$ cat src/rtl/rdma_rc_sq_psn.sv
// rdma_rc_sq_psn: RC send-queue PSN sequencer.
//
// Issues one packet descriptor per accepted work request, assigns PSNs
// (modulo 2^PSN_WIDTH), bounds the number of unacknowledged packets to
// WIN_DEPTH, retires packets on cumulative ACK and replays from the oldest
// unacknowledged PSN on NAK or ACK timeout. Retry exhaustion pulses
// o_retry_err and parks the sequencer in FAIL until the QP is reset.
//
// Ports:
//   clk, rst_n        clock / asynchronous active-low reset
//   i_qp_state        QP state (RESET=000, INIT=001, RTR=010, RTS=011, ERROR=111)
//   i_qp_ready        QP ready qualifier
//   i_init_psn        starting PSN, sampled on RTS entry
//   i_wr_valid        work request offered / o_wr_ready accepted
//   o_pkt_valid       packet descriptor valid, held until i_pkt_ready
//   o_pkt_psn         PSN of the presented packet
//   o_pkt_retry       presented packet is a replay
//   i_ack_valid       ACK/NAK event, i_ack_nak selects NAK, i_ack_psn its PSN
//   o_outstanding     number of unacknowledged packets
//   o_retry_err       one-cycle pulse on retry exhaustion
module rdma_rc_sq_psn #(
  parameter int PSN_WIDTH   = 24,
  parameter int WIN_DEPTH   = 8,
  parameter int TIMEOUT_CYC = 1024,
  parameter int RETRY_MAX   = 7,
  localparam int OW = $clog2(WIN_DEPTH + 1)
) (
  input  logic                 clk,
  input  logic                 rst_n,
  input  logic [2:0]           i_qp_state,
  input  logic                 i_qp_ready,
  input  logic [PSN_WIDTH-1:0] i_init_psn,
  input  logic                 i_wr_valid,
  output logic                 o_wr_ready,
  output logic                 o_pkt_valid,
  input  logic                 i_pkt_ready,
  output logic [PSN_WIDTH-1:0] o_pkt_psn,
  output logic                 o_pkt_retry,
  input  logic                 i_ack_valid,
  input  logic                 i_ack_nak,
  input  logic [PSN_WIDTH-1:0] i_ack_psn,
  output logic [OW-1:0]        o_outstanding,
  output logic                 o_retry_err
);

  localparam int TW = $clog2(TIMEOUT_CYC);
  localparam int RW = (RETRY_MAX > 0) ? $clog2(RETRY_MAX + 1) : 1;

  localparam logic [1:0] S_IDLE   = 2'd0;
  localparam logic [1:0] S_RUN    = 2'd1;
  localparam logic [1:0] S_REPLAY = 2'd2;
  localparam logic [1:0] S_FAIL   = 2'd3;

  localparam logic [2:0] QP_RESET = 3'b000;
  localparam logic [2:0] QP_RTS   = 3'b011;

  logic [1:0]           r_state;
  logic                 r_pkt_valid;
  logic [PSN_WIDTH-1:0] r_pkt_psn;
  logic                 r_pkt_retry;
  logic [OW-1:0]        r_outstanding;
  logic                 r_retry_err;
  logic [PSN_WIDTH-1:0] r_next_psn;
  logic [PSN_WIDTH-1:0] r_una_psn;
  logic [PSN_WIDTH-1:0] r_rp_psn;
  logic [TW-1:0]        r_timer;
  logic [RW-1:0]        r_retry_cnt;

  logic                 w_rts_ok;
  logic                 w_active;
  logic                 w_abort;
  logic                 w_slot_free;
  logic                 w_wr_acc;
  logic [PSN_WIDTH-1:0] w_ack_off;
  logic                 w_in_win;
  logic                 w_ack_hit;
  logic                 w_nak_hit;
  logic [OW-1:0]        w_retire;
  logic                 w_timeout;
  logic                 w_issue;
  logic [PSN_WIDTH-1:0] w_rp_adv;
  logic [PSN_WIDTH-1:0] w_rp_dist;
  logic                 w_rp_behind;
  logic [PSN_WIDTH-1:0] w_rp_next;

  assign w_rts_ok    = (i_qp_state == QP_RTS) && i_qp_ready;
  assign w_active    = (r_state == S_RUN) || (r_state == S_REPLAY);
  assign w_abort     = w_active && !w_rts_ok;
  assign w_slot_free = !r_pkt_valid || i_pkt_ready;

  // A WR handshaken in the same cycle as an abort is dropped with the QP.
  assign o_wr_ready = (r_state == S_RUN) && (r_outstanding < OW'(WIN_DEPTH)) && w_slot_free;
  assign w_wr_acc   = i_wr_valid && o_wr_ready && !w_abort;

  // Window membership is the modular distance from the oldest unacked PSN.
  assign w_ack_off = i_ack_psn - r_una_psn;
  assign w_in_win  = w_active && i_ack_valid && (w_ack_off < PSN_WIDTH'(r_outstanding));
  assign w_ack_hit = w_in_win && !i_ack_nak;
  assign w_nak_hit = w_in_win && i_ack_nak;
  // In-window offsets are below o_outstanding, so the low OW bits suffice.
  assign w_retire  = w_ack_hit ? (w_ack_off[OW-1:0] + OW'(1)) :
                     w_nak_hit ?  w_ack_off[OW-1:0] : '0;

  assign w_timeout = (r_state == S_RUN) && (r_outstanding != '0) &&
                     (r_timer == TW'(TIMEOUT_CYC - 1));

  // Replay pointer: advance on issue, snap forward to the new una_psn when a
  // cumulative ACK overtakes it, restart at the NAK PSN on NAK.
  assign w_issue     = (r_state == S_REPLAY) && w_slot_free && (r_rp_psn != r_next_psn);
  assign w_rp_adv    = r_rp_psn + PSN_WIDTH'(w_issue);
  assign w_rp_dist   = w_rp_adv - r_una_psn;
  assign w_rp_behind = w_ack_hit && (w_rp_dist < PSN_WIDTH'(w_retire));
  assign w_rp_next   = w_nak_hit   ? i_ack_psn :
                       w_rp_behind ? (i_ack_psn + PSN_WIDTH'(1)) : w_rp_adv;

  always_ff @(posedge clk or negedge rst_n) begin
    if (!rst_n) begin
      r_state       <= S_IDLE;
      r_pkt_valid   <= 1'b0;
      r_pkt_psn     <= '0;
      r_pkt_retry   <= 1'b0;
      r_outstanding <= '0;
      r_retry_err   <= 1'b0;
      r_next_psn    <= '0;
      r_una_psn     <= '0;
      r_rp_psn      <= '0;
      r_timer       <= '0;
      r_retry_cnt   <= '0;
    end else begin
      r_retry_err <= 1'b0;
      case (r_state)
        S_IDLE: begin
          r_pkt_valid <= 1'b0;
          if (w_rts_ok) begin
            r_state       <= S_RUN;
            r_next_psn    <= i_init_psn;
            r_una_psn     <= i_init_psn;
            r_outstanding <= '0;
            r_retry_cnt   <= '0;
            r_timer       <= '0;
          end
        end
        S_RUN, S_REPLAY: begin
          if (w_abort) begin
            r_state       <= S_IDLE;
            r_pkt_valid   <= 1'b0;
            r_outstanding <= '0;
          end else begin
            if (w_wr_acc) begin
              r_pkt_valid <= 1'b1;
              r_pkt_psn   <= r_next_psn;
              r_pkt_retry <= 1'b0;
              r_next_psn  <= r_next_psn + PSN_WIDTH'(1);
            end else if (w_issue) begin
              r_pkt_valid <= 1'b1;
              r_pkt_psn   <= r_rp_psn;
              r_pkt_retry <= 1'b1;
            end else if (i_pkt_ready) begin
              r_pkt_valid <= 1'b0;
            end

            r_outstanding <= r_outstanding + OW'(w_wr_acc) - w_retire;
            if (w_ack_hit) begin
              r_una_psn   <= i_ack_psn + PSN_WIDTH'(1);
              r_retry_cnt <= '0;
            end else if (w_nak_hit) begin
              r_una_psn <= i_ack_psn;
            end
            r_rp_psn <= w_rp_next;

            if (r_state == S_RUN) begin
              // NAK and ACK both take precedence over a coincident timeout.
              if (w_nak_hit) begin
                r_state <= S_REPLAY;
                r_timer <= '0;
              end else if (w_ack_hit) begin
                r_timer <= '0;
              end else if (w_timeout) begin
                r_timer <= '0;
                if (r_retry_cnt == RW'(RETRY_MAX)) begin
                  r_state     <= S_FAIL;
                  r_retry_err <= 1'b1;
                end else begin
                  r_retry_cnt <= r_retry_cnt + RW'(1);
                  r_rp_psn    <= r_una_psn;
                  r_state     <= S_REPLAY;
                end
              end else if (r_outstanding == '0) begin
                r_timer <= '0;
              end else begin
                r_timer <= r_timer + TW'(1);
              end
            end else begin
              r_timer <= '0;
              // Last replayed PSN issued, or everything acknowledged.
              if (!w_nak_hit && (w_rp_next == r_next_psn)) begin
                r_state <= S_RUN;
              end
            end
          end
        end
        default: begin
          r_pkt_valid <= 1'b0;
          if (i_qp_state == QP_RESET) begin
            r_state <= S_IDLE;
          end
        end
      endcase
    end
  end

  assign o_pkt_valid   = r_pkt_valid;
  assign o_pkt_psn     = r_pkt_psn;
  assign o_pkt_retry   = r_pkt_retry;
  assign o_outstanding = r_outstanding;
  assign o_retry_err   = r_retry_err;

endmodule

$ cat config.mk
export PLATFORM = sky130hd
export DESIGN_NAME = rdma_rc_sq_psn
export DESIGN_NICKNAME = d
export VERILOG_FILES = /design/src/rtl/rdma_rc_sq_psn.sv
export SDC_FILE = /design/constraint.sdc
export NUM_CORES = 1
export LEC_CHECK = 0
export BUFFER_PORTS_ARGS = -buffer_cell sky130_fd_sc_hd__buf_4
export CORE_MARGIN = 2
export CORE_UTILIZATION = 51
export DETAILED_ROUTE_END_ITERATION = 8
export PLACE_DENSITY_LB_ADDON = 0.2
export SLEW_MARGIN = 20
export SYNTH_ARGS = -nofsm -noshare
export SYNTH_HDL_FRONTEND = slang
export SYNTH_SLANG_ARGS = --single-unit
export TNS_END_PERCENT = 1
$ cat constraint.sdc
create_clock -name clk -period 15.35 [get_ports clk]
set_clock_uncertainty 0.15 [all_clocks]
set_input_delay 2.3025 -clock clk [delete_from_list [all_inputs] [get_ports clk]]
set_output_delay 2.3025 -clock clk [all_outputs]
set_load 0.01 [all_outputs]
# [Word level (Yosys, flattened, before mapping)]
# Index checks and enable logic that the tools add are counted.
[totals] regBits=118 latch_bits=0 mem_bits_rw=0 mem_bits_ro=0 in_bits=58 out_inout_bits=32 wordCells=141 n_memories=0
[op_classes] addsub=10 multipliers=0 div=0 order_cmp=3 eq_ne=15 shift=0 mux=63 bitwise_logic=1 reduce_logical=38
[op_table] op="$mux 24" count=15
[op_table] op="$pmux 24 s2" count=2
[op_table] op="$mux 10" count=7
[op_table] op="$add 24x1->24 const B" count=2
[op_table] op="$lt 24x4->1" count=2
[op_table] op="$sub 24x24->24" count=2
[op_table] op="$add 24x1->24" count=1
[op_table] op="$eq 24x24->1" count=1
[op_table] op="$mux 3" count=8
[op_table] op="$ne 24x24->1" count=1
[op_table] op="$pmux 10 s2" count=1
[op_table] op="$logic_and 1x1->1" count=16
[op_table] op="$mux 2" count=8
[op_table] op="$mux 4" count=4
[op_table] op="$mux 1" count=15
[op_table] op="$ne 5x5->1 const B" count=3
[op_table] op="$add 10x1->10 const B" count=1
[op_table] op="$eq 10x10->1 const B" count=1
[op_table] op="$pmux 4 s2" count=1
[op_table] op="$reduce_and 4->1" count=2
[op_table] op="$ne 2x2->1 const B" count=3
[op_table] op="$pmux 3 s2" count=1
[op_table] op="$reduce_and 3->1" count=2
[op_table] op="$logic_not 1->1" count=5
[op_table] op="23 further kinds" count=26

# [Longest topological paths before layout]
[depth] depth_word=17 ltp_mapped=33

# [Worst setup path after synthesis]
# No wires, ideal clock.
[synth_timing] path_kind="input to register" startpoint="input i_ack_psn[0]" endpoint="register r_state[1]" setup_time_ps=128 arrival_ps=9378 setup_slack_ps=5695 path_stages=30 n_path_buf=3 path_cell_list="inv_1 > ha_1 > inv_1 > fa_1 > a21o_1 > a221oi_2 > o2111ai_1 > a221o_1 > mux2_1 > a2111o_1 > nor3_1 > clkbuf_1 > nand2_1 > ha_1 > o21a_1 > o221a_1 > a2111oi_2 > o2111ai_1 > or2_1 > or4_1 > buf_2 > or4_1 > buf_2 > o31a_1 > o31ai_2 > xor2_1 > nand4_1 > or4_1 > o21ai_2 > mux2_1"
[synth_via] elab_chain_cells=14
[synth_lines] item="from (decl)" line_no="41" text="input logic [PSN_WIDTH-1:0] i_ack_psn,"
[synth_lines] item="$sub 24x24->24" line_no="96" text="assign w_ack_off = i_ack_psn - r_una_psn;"
[synth_lines] item="$lt 24x4->1" line_no="97" text="assign w_in_win = w_active && i_ack_valid && (w_ack_off < PSN_WIDTH'(r_outstanding));"
[synth_lines] item="$logic_and 1x1->1" line_no="97"
[synth_lines] item="$logic_and 1x1->1" line_no="99" text="assign w_nak_hit = w_in_win && i_ack_nak;"
[synth_lines] item="$mux 4" line_no="102" text="w_nak_hit ? w_ack_off[OW-1:0] : '0;"
[synth_lines] item="$mux 4" line_no="101" text="assign w_retire = w_ack_hit ? (w_ack_off[OW-1:0] + OW'(1)) :"
[synth_lines] item="$lt 24x4->1" line_no="112" text="assign w_rp_behind = w_ack_hit && (w_rp_dist < PSN_WIDTH'(w_retire));"
[synth_lines] item="$logic_and 1x1->1" line_no="112"
[synth_lines] item="$mux 24" line_no="114" text="w_rp_behind ? (i_ack_psn + PSN_WIDTH'(1)) : w_rp_adv;"
[synth_lines] item="$mux 24" line_no="113" text="assign w_rp_next = w_nak_hit ? i_ack_psn :"
[synth_lines] item="$eq 24x24->1" line_no="196" text="if (!w_nak_hit && (w_rp_next == r_next_psn)) begin"
[synth_lines] item="$logic_and 1x1->1" line_no="196"
[synth_lines] item="$ne 4x4->1 (no source line)"
[synth_lines] item="$reduce_and 5->1 (no source line)"
[synth_lines] item="to (signal assigned)" line_no="186" text="r_state <= S_REPLAY;"
[synth_lines] item="to (signal assigned)" line_no="197" text="r_state <= S_RUN;"
[synth_lines] item="to (signal assigned)" line_no="205" text="r_state <= S_IDLE;"
[synth_lines] item="to (decl)" line_no="57" text="logic [1:0] r_state;"
# Several ways; a longest one is shown, not always the timed one.
# A chain may end at the register's enable or synchronous reset.

# [Worst setup path in the final report]
# Same ends and word-level chain as after synthesis.

==> impl_metrics.py <==
metrics = {
    "logic_synthesis": {
        "ys_seq_area_frac": 0.2228,
        "syn_area_um2": 13250,
        "synthCells": 1827,
        "synth_fp_nets": 1956,
        "synth_edf_count": 0,
        "yosysWarnings": 0,
        "ys_types": 97,
        "ys.flop_type": "dfrtp_1",
        "async_flop_share": 1.000,
        "syn_area_per_cell_um2": 7.254,
        "ys_ff_latch": 118,
    },
    "run_status": {
        "status": "completed",
    },
    "floorplanning": {
        "rows": 59,
        "chipWidth_um": 165.2,
        "initial_core_util": 0.5144,
        "fp.dieH_um": 165.2,
        "io_pins": 90,
        "core_um2": 25760,
        "die_area_um2": 27290,
    },
    "detailed_routing": {
        "ant_nets": 0,
        "firstDrtPassIters": 6,
        "routed_via_density": 6.858,
        "routed_wl_mm": 58.54,
        "wire_per_inst_um": 26.96,
        "drt-initial-drc-count": 2200,
        "num_vias": 14888,
        "drc": 0,
    },
    "timing": {
        "hold_violations": 0,
        "rsz0062_at_grt": "false",
        "fin_crit_sh": 0.6941,
        "max_freq_ghz": 0.09385,
        "slew_headroom": 0.2134,
        "fin_hold_ws_ps": 329.9,
        "layout_min_cycle_time_ps": 10650,
        "worst_slew_pin_slew_ps": 1169,
        "setup_tns_ps": 0,
        "drv_slew": 0,
        "setup_viol": 0,
    },
    "setup_path": {
        "cp-end-kind": "register",
        "worstSetupStartpointType": "input pin",
        "cpMaxStageDelayCell": "or4_1",
        "worstPathArrival_ps": 10810,
        "worst-path-buf-inv": 5,
        "startpoint": "i_ack_psn[0]",
        "cpLargestDelayFamily": "compound AO/OA/AOI/OAI gates",
        "path_class": "in -> reg",
        "timing.rr.start": "r_next_psn[3]",
        "cpPeakStageDelay_ps": 800,
        "worstPathMaxFanout": 17,
        "required_ps": 15500,
    },
    "finish": {
        "drive_above_1_share": 0.1078,
        "area_growth_pct": 10.24,
        "utilization": 0.5671,
        "final_common_cell": "nand2_1",
        "nets": 1952,
        "diodes": 0,
        "final_cell_mix": "nand2_1, o21ai_0, nor2_1",
    },
    "clocking": {
        "cts.sinks": 118,
        "cts-root-buf": "clkbuf_16",
        "cts_tree": "done",
        "path_clk_slew_ps": 60,
        "h-tree-depth": 4,
        "hold_buffers": 0,
        "numCtsBuffers": 17,
        "max-clock-path-buffers": 2,
        "cts_resized": 0,
        "clock_latency_ps": 430,
        "post_cts_buffers": 0,
    },
    "power": {
        "p_leak_uw": 0.006146,
        "irDropWorstVdd_v": 0.0001232,
        "cellPowerDensity_nw_per_um2": 144.6,
    },
    "place": {
        "dp_hpwl_mm": 45.91,
        "gp_congestion": 1.089,
        "port_buffers": 89,
    },
    "global_routing": {
        "grt_pass1_wl_mm": 85.16,
        "grt_pass1_vias": 13392,
        "antenna_found_initial": 1,
        "track_usage": 0.4253,
        "grt_max_degree": 73,
        "gr-total-overflow": 0,
    },
    "min_path": {
        "hold_class": "reg -> reg",
        "hold_start": "r_una_psn[18]",
    },
    "run": {
        "cap_violations": 0,
    },
}
## layout make-up
class | count | area (um2)
Fill cell | 2413 | 11150
Multi-Input combinational cell | 1497 | 9509
Sequential cell | 118 | 2953
Timing Repair Buffer | 112 | 860.8
Clock buffer | 18 | 439.2
Tap cell | 335 | 419.2
Inverter | 77 | 289.0
Clock inverter | 14 | 141.4
## logic make-up (layout without fill, tap and decap cells)
logic type      count (synthesis)  after routing  synth area share
fa+ha+maj                      71             71           0.06873
compound gates                576            576            0.2761
flops                         118            118            0.2228
xor+xnor                      108            108           0.07193
simple gates                  696            696            0.2628
mux                            46             46           0.03578
buf+inv                       212            221           0.06183
## Yosys cell counts (15+ instances only)
cell | number | area share
xnor2_1 | 66 | 0.044
a21oi_1 | 137 | 0.052
nand3_1 | 70 | 0.026
o21ai_0 | 174 | 0.066
o21a_1 | 21 | 0.012
nor4_1 | 24 | 0.011
and3_1 | 51 | 0.024
and2_1 | 19 | 0.0090
a31oi_1 | 21 | 0.0099
a21o_1 | 18 | 0.010
o22ai_1 | 33 | 0.016
nor3_1 | 33 | 0.012
nor2_1 | 137 | 0.039
xor2_1 | 41 | 0.027
or3_1 | 15 | 0.0071
nand2b_1 | 19 | 0.0090
dfrtp_1 | 118 | 0.22
inv_1 | 76 | 0.022
nand2_1 | 216 | 0.061
mux2i_1 | 35 | 0.026
clkbuf_1 | 117 | 0.033
nand4_1 | 38 | 0.018
ha_1 | 68 | 0.064
o211ai_1 | 17 | 0.0096
## metrics by stage
step | cells | area (um2) | worst slack, ps | power [uW]
2_1_floorplan | 1827 | 13250 | 5695 | 1275
4_1_cts | 2170 | 14580 | 4921 | 2057
3_5_place_dp | 2138 | 14000 | 4520 | 1653
5_1_grt | 2171 | 14610 | 4480 | 2223
3_3_place_gp | 2138 | 14000 | 4680 | 1641
6_report | 2171 | 14610 | 4695 | 2113
## tightest hold or removal path, cell delays in order (launching register included)
cell and delay (ps):
dfrtp_1 340, nand2_1 50, o21ai_0 60
## metal layers
layer	wire length [um]	part of all wire	up-vias	global-route usage
li1	-	-	6692	-
met1	23800	0.41	7047	0.5924
met2	24240	0.41	969	0.6091
met3	6941	0.12	180	0.08991
met4	3554	0.061	0	0.2356
met5	0	0	-	0
## registers in the layout (all words and copies together), names as in the netlist, 2 cells and up
register,cells
o_pkt_psn,24
r_next_psn,24
r_timer,10
r_una_psn,24
r_retry_cnt,3
r_rp_psn,24
o_outstanding,4
r_state,2
## power by group
part	leakage [uW]	internal [uW]	switching [uW]
clock network	0.000272	231	171
registers	0.00161	355	91.7
logic	0.00426	455	810
total	0.00615	1040	1070
## final timing paths
check                                    to  slack [ps]  cells after the start
setup / recovery                 r_state[1]        4700                     29
setup reg to reg                 r_state[1]        6030                     27
max in group asynchronous  o_outstanding[1]       11930                      2
hold reg to reg               r_una_psn[18]         330                      2
min in group asynchronous     o_pkt_psn[18]        1740                      1
hold / removal                r_una_psn[18]         330                      2
No activity file was read; power rests on OpenSTA's default activity.
